## src/rtl/bsg_ral_link_test_sequencer.sv

```systemverilog
// bsg_ral_link_test_sequencer
//
// Sequences a link test across a set of master-mode test nodes: pulses the
// node reset, enables traffic until every tested node has sent its burst,
// waits for the receive counts to catch up (or a drain timeout), then scores
// each node and reports the result until the next start or reset.
//
// Build option: define BSG_RAL_LINK_TEST_SEQ_SERIAL_EN to test the nodes one
// at a time (node 0 first); by default all nodes are tested concurrently.
//
// Ports
//   clk_i         clock, all logic on the rising edge
//   reset_n_i     synchronous active-low reset
//   start_i       start a run (accepted only in IDLE or DONE)
//   burst_len_i   packets per node, latched when start is accepted
//   error_i       per-node sticky error flags from the nodes
//   sent_i        per-node sent counts, node k at [32k+31:32k]
//   received_i    per-node received counts, same packing
//   node_reset_o  active-high reset to the nodes
//   en_o          per-node traffic enable
//   busy_o        run in progress
//   done_o        result valid
//   pass_o        every tested node passed (valid with done_o)
//   fail_mask_o   bit k set when node k failed (valid with done_o)

module bsg_ral_link_test_sequencer #(
    parameter int num_nodes_p     = 4,
    parameter int reset_cycles_p  = 4,
    parameter int drain_timeout_p = 1024
) (
    input  logic                        clk_i,
    input  logic                        reset_n_i,
    input  logic                        start_i,
    input  logic [31:0]                 burst_len_i,
    input  logic [num_nodes_p-1:0]      error_i,
    input  logic [32*num_nodes_p-1:0]   sent_i,
    input  logic [32*num_nodes_p-1:0]   received_i,
    output logic                        node_reset_o,
    output logic [num_nodes_p-1:0]      en_o,
    output logic                        busy_o,
    output logic                        done_o,
    output logic                        pass_o,
    output logic [num_nodes_p-1:0]      fail_mask_o
);

    localparam int RCW = (reset_cycles_p  > 1) ? $clog2(reset_cycles_p)  : 1;
    localparam int DCW = (drain_timeout_p > 1) ? $clog2(drain_timeout_p) : 1;

    localparam logic [RCW-1:0] RST_LAST   = RCW'(reset_cycles_p - 1);
    localparam logic [DCW-1:0] DRAIN_LAST = DCW'(drain_timeout_p - 1);

    typedef enum logic [2:0] {
        ST_IDLE  = 3'd0,
        ST_RESET = 3'd1,
        ST_SEND  = 3'd2,
        ST_DRAIN = 3'd3,
        ST_DONE  = 3'd4
    } state_e;

    state_e                 state_q, state_d;
    logic [31:0]            burst_len_q, burst_len_d;
    logic [RCW-1:0]         rst_cnt_q, rst_cnt_d;
    logic [DCW-1:0]         drain_cnt_q, drain_cnt_d;
    logic [num_nodes_p-1:0] fail_mask_q, fail_mask_d;
    logic [num_nodes_p-1:0] err_seen_q, err_seen_d;
    logic [num_nodes_p-1:0] active;

    logic [num_nodes_p-1:0] below_burst;
    logic [num_nodes_p-1:0] eval_fail;
    logic                   all_sent;
    logic                   all_rcvd;
    logic                   drain_exit;

`ifdef BSG_RAL_LINK_TEST_SEQ_SERIAL_EN
    localparam int IW = (num_nodes_p > 1) ? $clog2(num_nodes_p) : 1;
    localparam logic [IW-1:0] IDX_LAST = IW'(num_nodes_p - 1);

    logic [IW-1:0] node_idx_q, node_idx_d;

    always_comb begin
        active             = '0;
        active[node_idx_q] = 1'b1;
    end
`else
    assign active = '1;
`endif

    // Per-node count comparisons; inactive nodes never block a transition.
    always_comb begin
        below_burst = '0;
        eval_fail   = '0;
        all_sent    = 1'b1;
        all_rcvd    = 1'b1;
        for (int k = 0; k < num_nodes_p; k++) begin
            below_burst[k] = sent_i[32*k +: 32] < burst_len_q;
            if (active[k] && (sent_i[32*k +: 32] != burst_len_q)) begin
                all_sent = 1'b0;
            end
            if (active[k] && (received_i[32*k +: 32] != sent_i[32*k +: 32])) begin
                all_rcvd = 1'b0;
            end
            // error_i is still being sampled in the evaluate cycle itself
            eval_fail[k] = active[k] &
                           (err_seen_q[k] | error_i[k] |
                            (received_i[32*k +: 32] != sent_i[32*k +: 32]));
        end
    end

    assign drain_exit = all_rcvd || (drain_cnt_q == DRAIN_LAST);

    always_comb begin
        state_d     = state_q;
        burst_len_d = burst_len_q;
        rst_cnt_d   = rst_cnt_q;
        drain_cnt_d = drain_cnt_q;
        fail_mask_d = fail_mask_q;
        err_seen_d  = err_seen_q;
`ifdef BSG_RAL_LINK_TEST_SEQ_SERIAL_EN
        node_idx_d  = node_idx_q;
`endif
        case (state_q)
            ST_IDLE, ST_DONE: begin
                if (start_i) begin
                    state_d     = ST_RESET;
                    burst_len_d = burst_len_i;
                    rst_cnt_d   = '0;
                    fail_mask_d = '0;
                    err_seen_d  = '0;
`ifdef BSG_RAL_LINK_TEST_SEQ_SERIAL_EN
                    node_idx_d  = '0;
`endif
                end
            end
            ST_RESET: begin
                if (rst_cnt_q == RST_LAST) begin
                    state_d = ST_SEND;
                end else begin
                    rst_cnt_d = rst_cnt_q + 1'b1;
                end
            end
            ST_SEND: begin
                err_seen_d = err_seen_q | error_i;
                if (all_sent) begin
                    state_d     = ST_DRAIN;
                    drain_cnt_d = '0;
                end
            end
            ST_DRAIN: begin
                err_seen_d  = err_seen_q | error_i;
                drain_cnt_d = drain_cnt_q + 1'b1;
                if (drain_exit) begin
                    fail_mask_d = fail_mask_q | eval_fail;
`ifdef BSG_RAL_LINK_TEST_SEQ_SERIAL_EN
                    if (node_idx_q != IDX_LAST) begin
                        node_idx_d = node_idx_q + 1'b1;
                        state_d    = ST_SEND;
                    end else begin
                        state_d = ST_DONE;
                    end
`else
                    state_d = ST_DONE;
`endif
                end
            end
            default: state_d = ST_IDLE;
        endcase
    end

    always_ff @(posedge clk_i) begin
        if (!reset_n_i) begin
            state_q     <= ST_IDLE;
            rst_cnt_q   <= '0;
            drain_cnt_q <= '0;
            fail_mask_q <= '0;
            err_seen_q  <= '0;
`ifdef BSG_RAL_LINK_TEST_SEQ_SERIAL_EN
            node_idx_q  <= '0;
`endif
        end else begin
            state_q     <= state_d;
            rst_cnt_q   <= rst_cnt_d;
            drain_cnt_q <= drain_cnt_d;
            fail_mask_q <= fail_mask_d;
            err_seen_q  <= err_seen_d;
`ifdef BSG_RAL_LINK_TEST_SEQ_SERIAL_EN
            node_idx_q  <= node_idx_d;
`endif
        end
    end

    // The burst length only matters once a start has loaded it.
    always_ff @(posedge clk_i) begin
        burst_len_q <= burst_len_d;
    end

    // Enable drops in the same cycle sent_i reaches the burst, so no node
    // ever issues an extra packet.
    assign en_o         = (state_q == ST_SEND) ? (active & below_burst) : '0;
    assign node_reset_o = (state_q == ST_RESET);
    assign busy_o       = (state_q != ST_IDLE) && (state_q != ST_DONE);
    assign done_o       = (state_q == ST_DONE);
    assign pass_o       = done_o && (fail_mask_q == '0);
    assign fail_mask_o  = done_o ? fail_mask_q : '0;

endmodule
```

## config.mk

```make
export PLATFORM = sky130hd
export DESIGN_NAME = bsg_ral_link_test_sequencer
export DESIGN_NICKNAME = d
export VERILOG_FILES = /design/src/rtl/bsg_ral_link_test_sequencer.sv
export SDC_FILE = /design/constraint.sdc
export NUM_CORES = 1
export LEC_CHECK = 0
export CORE_ASPECT_RATIO = 1.1
export CORE_UTILIZATION = 46
export CTS_BUF_LIST = sky130_fd_sc_hd__clkbuf_8
export DETAILED_ROUTE_END_ITERATION = 16
export HOLD_SLACK_MARGIN = 0.03
export PLACE_DENSITY = 0.87
export SYNTH_ARGS = -nofsm -noshare
export SYNTH_HDL_FRONTEND = slang
export SYNTH_SLANG_ARGS = --single-unit
```

## constraint.sdc

```tcl
create_clock -name clk_i -period 4.6 [get_ports clk_i]
set_input_delay 0.92 -clock clk_i [delete_from_list [all_inputs] [get_ports clk_i]]
set_output_delay 0.92 -clock clk_i [all_outputs]
set_load 0.1 [all_outputs]
```

[After elaboration in Yosys (flattened, before gate mapping)]
Index checks and enable logic that the tools add are counted.
Operators by class
  bitwise logic cells: 10
  equality and inequality tests: 20
  order comparisons: 4
  reduce and logical (&&, ||, !) cells: 18
  add/sub/neg operators: 2
  multiplexer cells: 24
Operator list (count)
  != test 32 bit: 8
  less-than comparator 32 bit: 4
  case mux 10 bit (2 select lines): 1
  two-way mux 4 bit: 4
  case mux 4 bit (2 select lines): 2
  two-way mux 3 bit: 4
  case mux 3 bit (4 select lines): 1
  adder 10 x 1 -> 10 bit (second input constant): 1
  == test 10 bit (second input constant): 1
  two-way mux 10 bit: 1
  two-way mux 1 bit: 8
  != test 2 bit (second input constant): 4
  bitwise OR 1 bit: 8
  bitwise OR 4 bit: 2
  nonzero test 2 bit: 4
  == test 3 x 2 -> 1 bit (second input constant): 2
  AND reduction 2 bit: 3
  AND reduction 3 bit: 2
  logical NOT 4 bit: 1
  two-way mux 2 bit: 2
  case mux 2 bit (2 select lines): 1
  AND reduction 4 bit: 1
  OR reduction 2 bit: 2
  == test 3 x 1 -> 1 bit (second input constant): 1
  9 further kinds: 10
Storage, ports and cells
  flip-flop bits (word level): 55
  output and inout bits: 12
  input bits: 295

[Logic depth before layout (Yosys ltp)]
  word-level depth: 8
  mapped depth: 9
  depth with buffers taken out: 9

[Worst setup path after synthesis]
OpenSTA, ideal clock, no wires.
  kind: input port to output port
  start point: in sent_i[41]
  end point: out en_o[1]
  data required time: 3.680 ns
  stages: 8
  arrival: 4.262 ns
  slack: -0.582 ns
  cells stage by stage: ha_1 > a21o_1 > a21o_1 > a21o_1 > a211oi_1 > o21ai_0 > nand2_1 > nor3b_1
On the way
  word-level cells in the longest chain between the ends: 2
RTL lines
  start, declared: line 36  | input logic [32*num_nodes_p-1:0] sent_i,
  less-than comparator 32 bit: line 95  | below_burst[k] = sent_i[32*k +: 32] < burst_len_q;
  two-way mux 4 bit: line 198  | assign en_o = (state_q == ST_SEND) ? (active & below_burst) : '0;
  end, declared: line 39  | output logic [num_nodes_p-1:0] en_o,
Every way passes these cells.

[Worst setup path in the final report]
  start point: in sent_i[121]
  end point: out en_o[3]
The elaborated chain is that of the path after synthesis.

==> results.py <==
metrics = {
    "route": {
        "dr.pass1.iters": 6,
        "drc": 0,
        "drt_iter0_markers": 437,
        "routed_wl_um": 26000,
        "wl_per_cell_um": 21.8,
        "vias_per_cell": 5.75,
        "via_count": 6873,
        "ant_nets": 0,
    },
    "logic_synthesis": {
        "synthFlopType": "edfxtp_1",
        "synth.top_cell.area_share_pct": 25.6,
        "yosysSeqAreaShare_pct": 22.3,
        "synth_area_mm2": 0.00636,
        "synthCells": 696,
        "ys_ff_latch": 55,
        "synth-edff-count": 32,
        "synthTopCellsByArea": "ha_1, xnor2_1, edfxtp_1, dfxtp_1, nand4_1",
        "syn-num-nets": 1121,
        "yosysTopAreaCell": "ha_1",
        "syn_avg_cell_area_um2": 9.14,
        "synthDistinctLibCells": 49,
        "synthArstFlopShare_pct": 0,
        "ys_warn_count": 0,
    },
    "floorplan": {
        "pin_count": 307,
        "fp.dieH_um": 125,
        "start_util_pct": 47.8,
        "row_count": 44,
        "core-area_mm2": 0.0133,
        "die-area_mm2": 0.0143,
        "fp.dieW_um": 114,
    },
    "clock_tree": {
        "post_cts_buffers": 0,
        "cts_inserted_buffers": 5,
        "clk_latency_ns": 0.34,
        "cts-resized-gates": 0,
        "cts.sinks": 55,
        "cts_hold_buf": 0,
        "clk_path_buf_depth": 2,
        "clkTransAtPathRegs_ns": 0.12,
        "h-tree-depth": 2,
        "cts_tree": "done",
        "clock-root-buffer": "clkbuf_8",
    },
    "worst_hold_path": {
        "min_path_type": "reg2reg",
    },
    "timing": {
        "slew_headroom_pct": 35.2,
        "setup_viol": 0,
        "finalHoldViolCount": 0,
        "slew_violations": 0,
        "fmax_mhz": 227,
        "rsz0062_at_grt": "false",
        "timing.hold.ws_ns": 0.484,
        "period_share_pct": 95.6,
        "clock_skew_ns": 0.0105,
        "worstMarginPinSlew_ns": 0.969,
        "layout_setup_ws_ns": 0.203,
        "setup-tns-final_ns": 0,
        "finalCriticalPeriod_ns": 4.40,
    },
    "setup_path": {
        "crit_type": "in2out",
        "arrival_ns": 3.48,
        "end_kind": "output pin",
        "worstSetupStartpointType": "input port",
        "critical_path.max_fanout": 2,
        "critical_path_required_ns": 3.68,
    },
    "final_layout": {
        "multi_input_area_mm2": 0.00477,
        "syn_to_final_growth_pct": 54.0,
        "layout.nets": 1431,
        "drive_gt1_share_pct": 2.58,
        "regArea_mm2": 0.00142,
        "fillCellCount": 1018,
        "final_area_mm2": 0.00980,
    },
    "pwr": {
        "ir_drop_uv": 158,
        "cellInternalPower_w": 0.00136,
        "leakage_nw": 3.89,
        "clockPowerShare_pct": 13.1,
        "p_sw_w": 0.000995,
        "swShare_pct": 42.2,
        "p_comb_share_pct": 59.5,
        "powerDensity_mw_per_mm2": 240,
        "total_power_w": 0.00236,
        "seqPwrFrac_pct": 27.3,
    },
    "place": {
        "place.detailed.hpwl_um": 22900,
        "dpl_cell_area_mm2": 0.00970,
        "gp_congestion": 0.969,
        "portBuffers": 306,
        "place_ws_ns": 0.183,
    },
    "global_route": {
        "grtUsageTotal_pct": 36.5,
        "grt_pass1_wl_um": 38500,
        "antenna_found_initial": 2,
        "grt_pass1_vias": 6995,
        "grt-ovfl-total": 0,
        "grt_max_degree": 29,
    },
    "outcome": {
        "status": "complete, no violations",
    },
    "run": {
        "maxCapViolations": 0,
    },
}
[synth_stat cells (all sizes together), types with 2 or more instances]
cell type,instances
and3,7
nand2,22
o311ai,2
nor3,5
a221o,2
and2,3
nand2b,6
nand3,15
buf,2
a22oi,4
dfxtp,23
o211ai,5
xnor2,128
or3,4
a21oi,35
edfxtp,32
o21bai,2
nor2,35
nor4,13
o21a,7
ha,130
and4,2
inv,43
clkbuf,3
a21o,25
a211oi,8
a31oi,8
nor2b,11
a22o,4
o21ai,37
nand4,62
[kinds of logic after synthesis]
group                    synth area share (%)
AND/OR/NAND/NOR                          16.8
AO/OA/AOI/OAI                            14.8
adder cells (fa/ha/maj)                  25.6
XOR/XNOR                                 17.6
flip-flops                               22.3
buffers and inverters                    2.93
[worst max-delay path, cell delays in order]
cell and delay [ns]:
clkdlybuf4s50_1 0.45, ha_1 0.33, a21oi_1 0.13, nor2b_1 0.06
o21ai_0 0.15, a21oi_1 0.09, a2111oi_0 0.55, o21ai_0 0.30
a31oi_2 0.27, buf_12 0.21
[metrics by stage]
stage / std cells / utilization [%]
2_1_floorplan: 696 / -
3_3_place_gp: 1183 / 72.8
3_5_place_dp: 1183 / 72.8
4_1_cts: 1191 / 73.5
5_1_grt: 1193 / 73.6
6_report: 1195 / 73.6
[path summary, 6_finish.rpt]
| path | cells past startpoint | end | start | slack, ns |
|---|---|---|---|---|
| setup reg to reg | 8 | drain_cnt_q[6] | burst_len_q[29] | 2.07 |
| setup / recovery | 10 | en_o[3] | sent_i[121] | 0.20 |
| hold reg to reg | 1 | drain_cnt_q[9] | drain_cnt_q[9] | 0.48 |
| hold / removal | 1 | drain_cnt_q[9] | drain_cnt_q[9] | 0.48 |
[final cells by class]
class                      count  area share [%]
clock inverter                 3           0.268
inverter                      43            1.65
antenna                        4           0.102
tap                          184            2.35
clock buffer                   5           0.702
multi-input combinational    593            48.6
timing repair buffer         308            31.8
sequential                    55            14.5
[flip-flops by register name, indices dropped and copies added, names as in the netlist]
register and cells:
fail_mask_q 4, err_seen_q 4, burst_len_q 32, state_q 3, drain_cnt_q 10, rst_cnt_q 2
[placed cells by master, fill, tap and decap left out, drive strengths merged, types with 6 or more instances in the layout]
cell,instances
clkdlybuf4s50,302
ha,130
xnor2,128
nand4,62
inv,45
o21ai,37
nor2,35
a21oi,35
edfxtp,32
a21o,25
dfxtp,23
nand2,22
nand3,15
nor4,13
nor2b,11
a211oi,8
a31oi,8
o21a,7
and3,7
nand2b,6
buf,6
[power by group through the flow]
stage	Combinational, W	Sequential, W	Clock (W)
2_1_floorplan	0.000782	0.000648	0
3_3_place_gp	0.00134	0.000652	0
3_5_place_dp	0.00138	0.000655	0
4_1_cts	0.00139	0.000643	0.000308
5_1_grt	0.00153	0.000651	0.000325
6_report	0.00140	0.000645	0.000309
[layer usage]
metal  GRT usage [%]  up-vias  routed length, µm
met5               0        -                  0
met4            23.1        0               1720
met3            6.64       79               2200
met2            62.7      365              12400
met1            41.3     3191               9760
li1                -     3238                  -
Note: power is estimated with default switching activity, not from simulation.
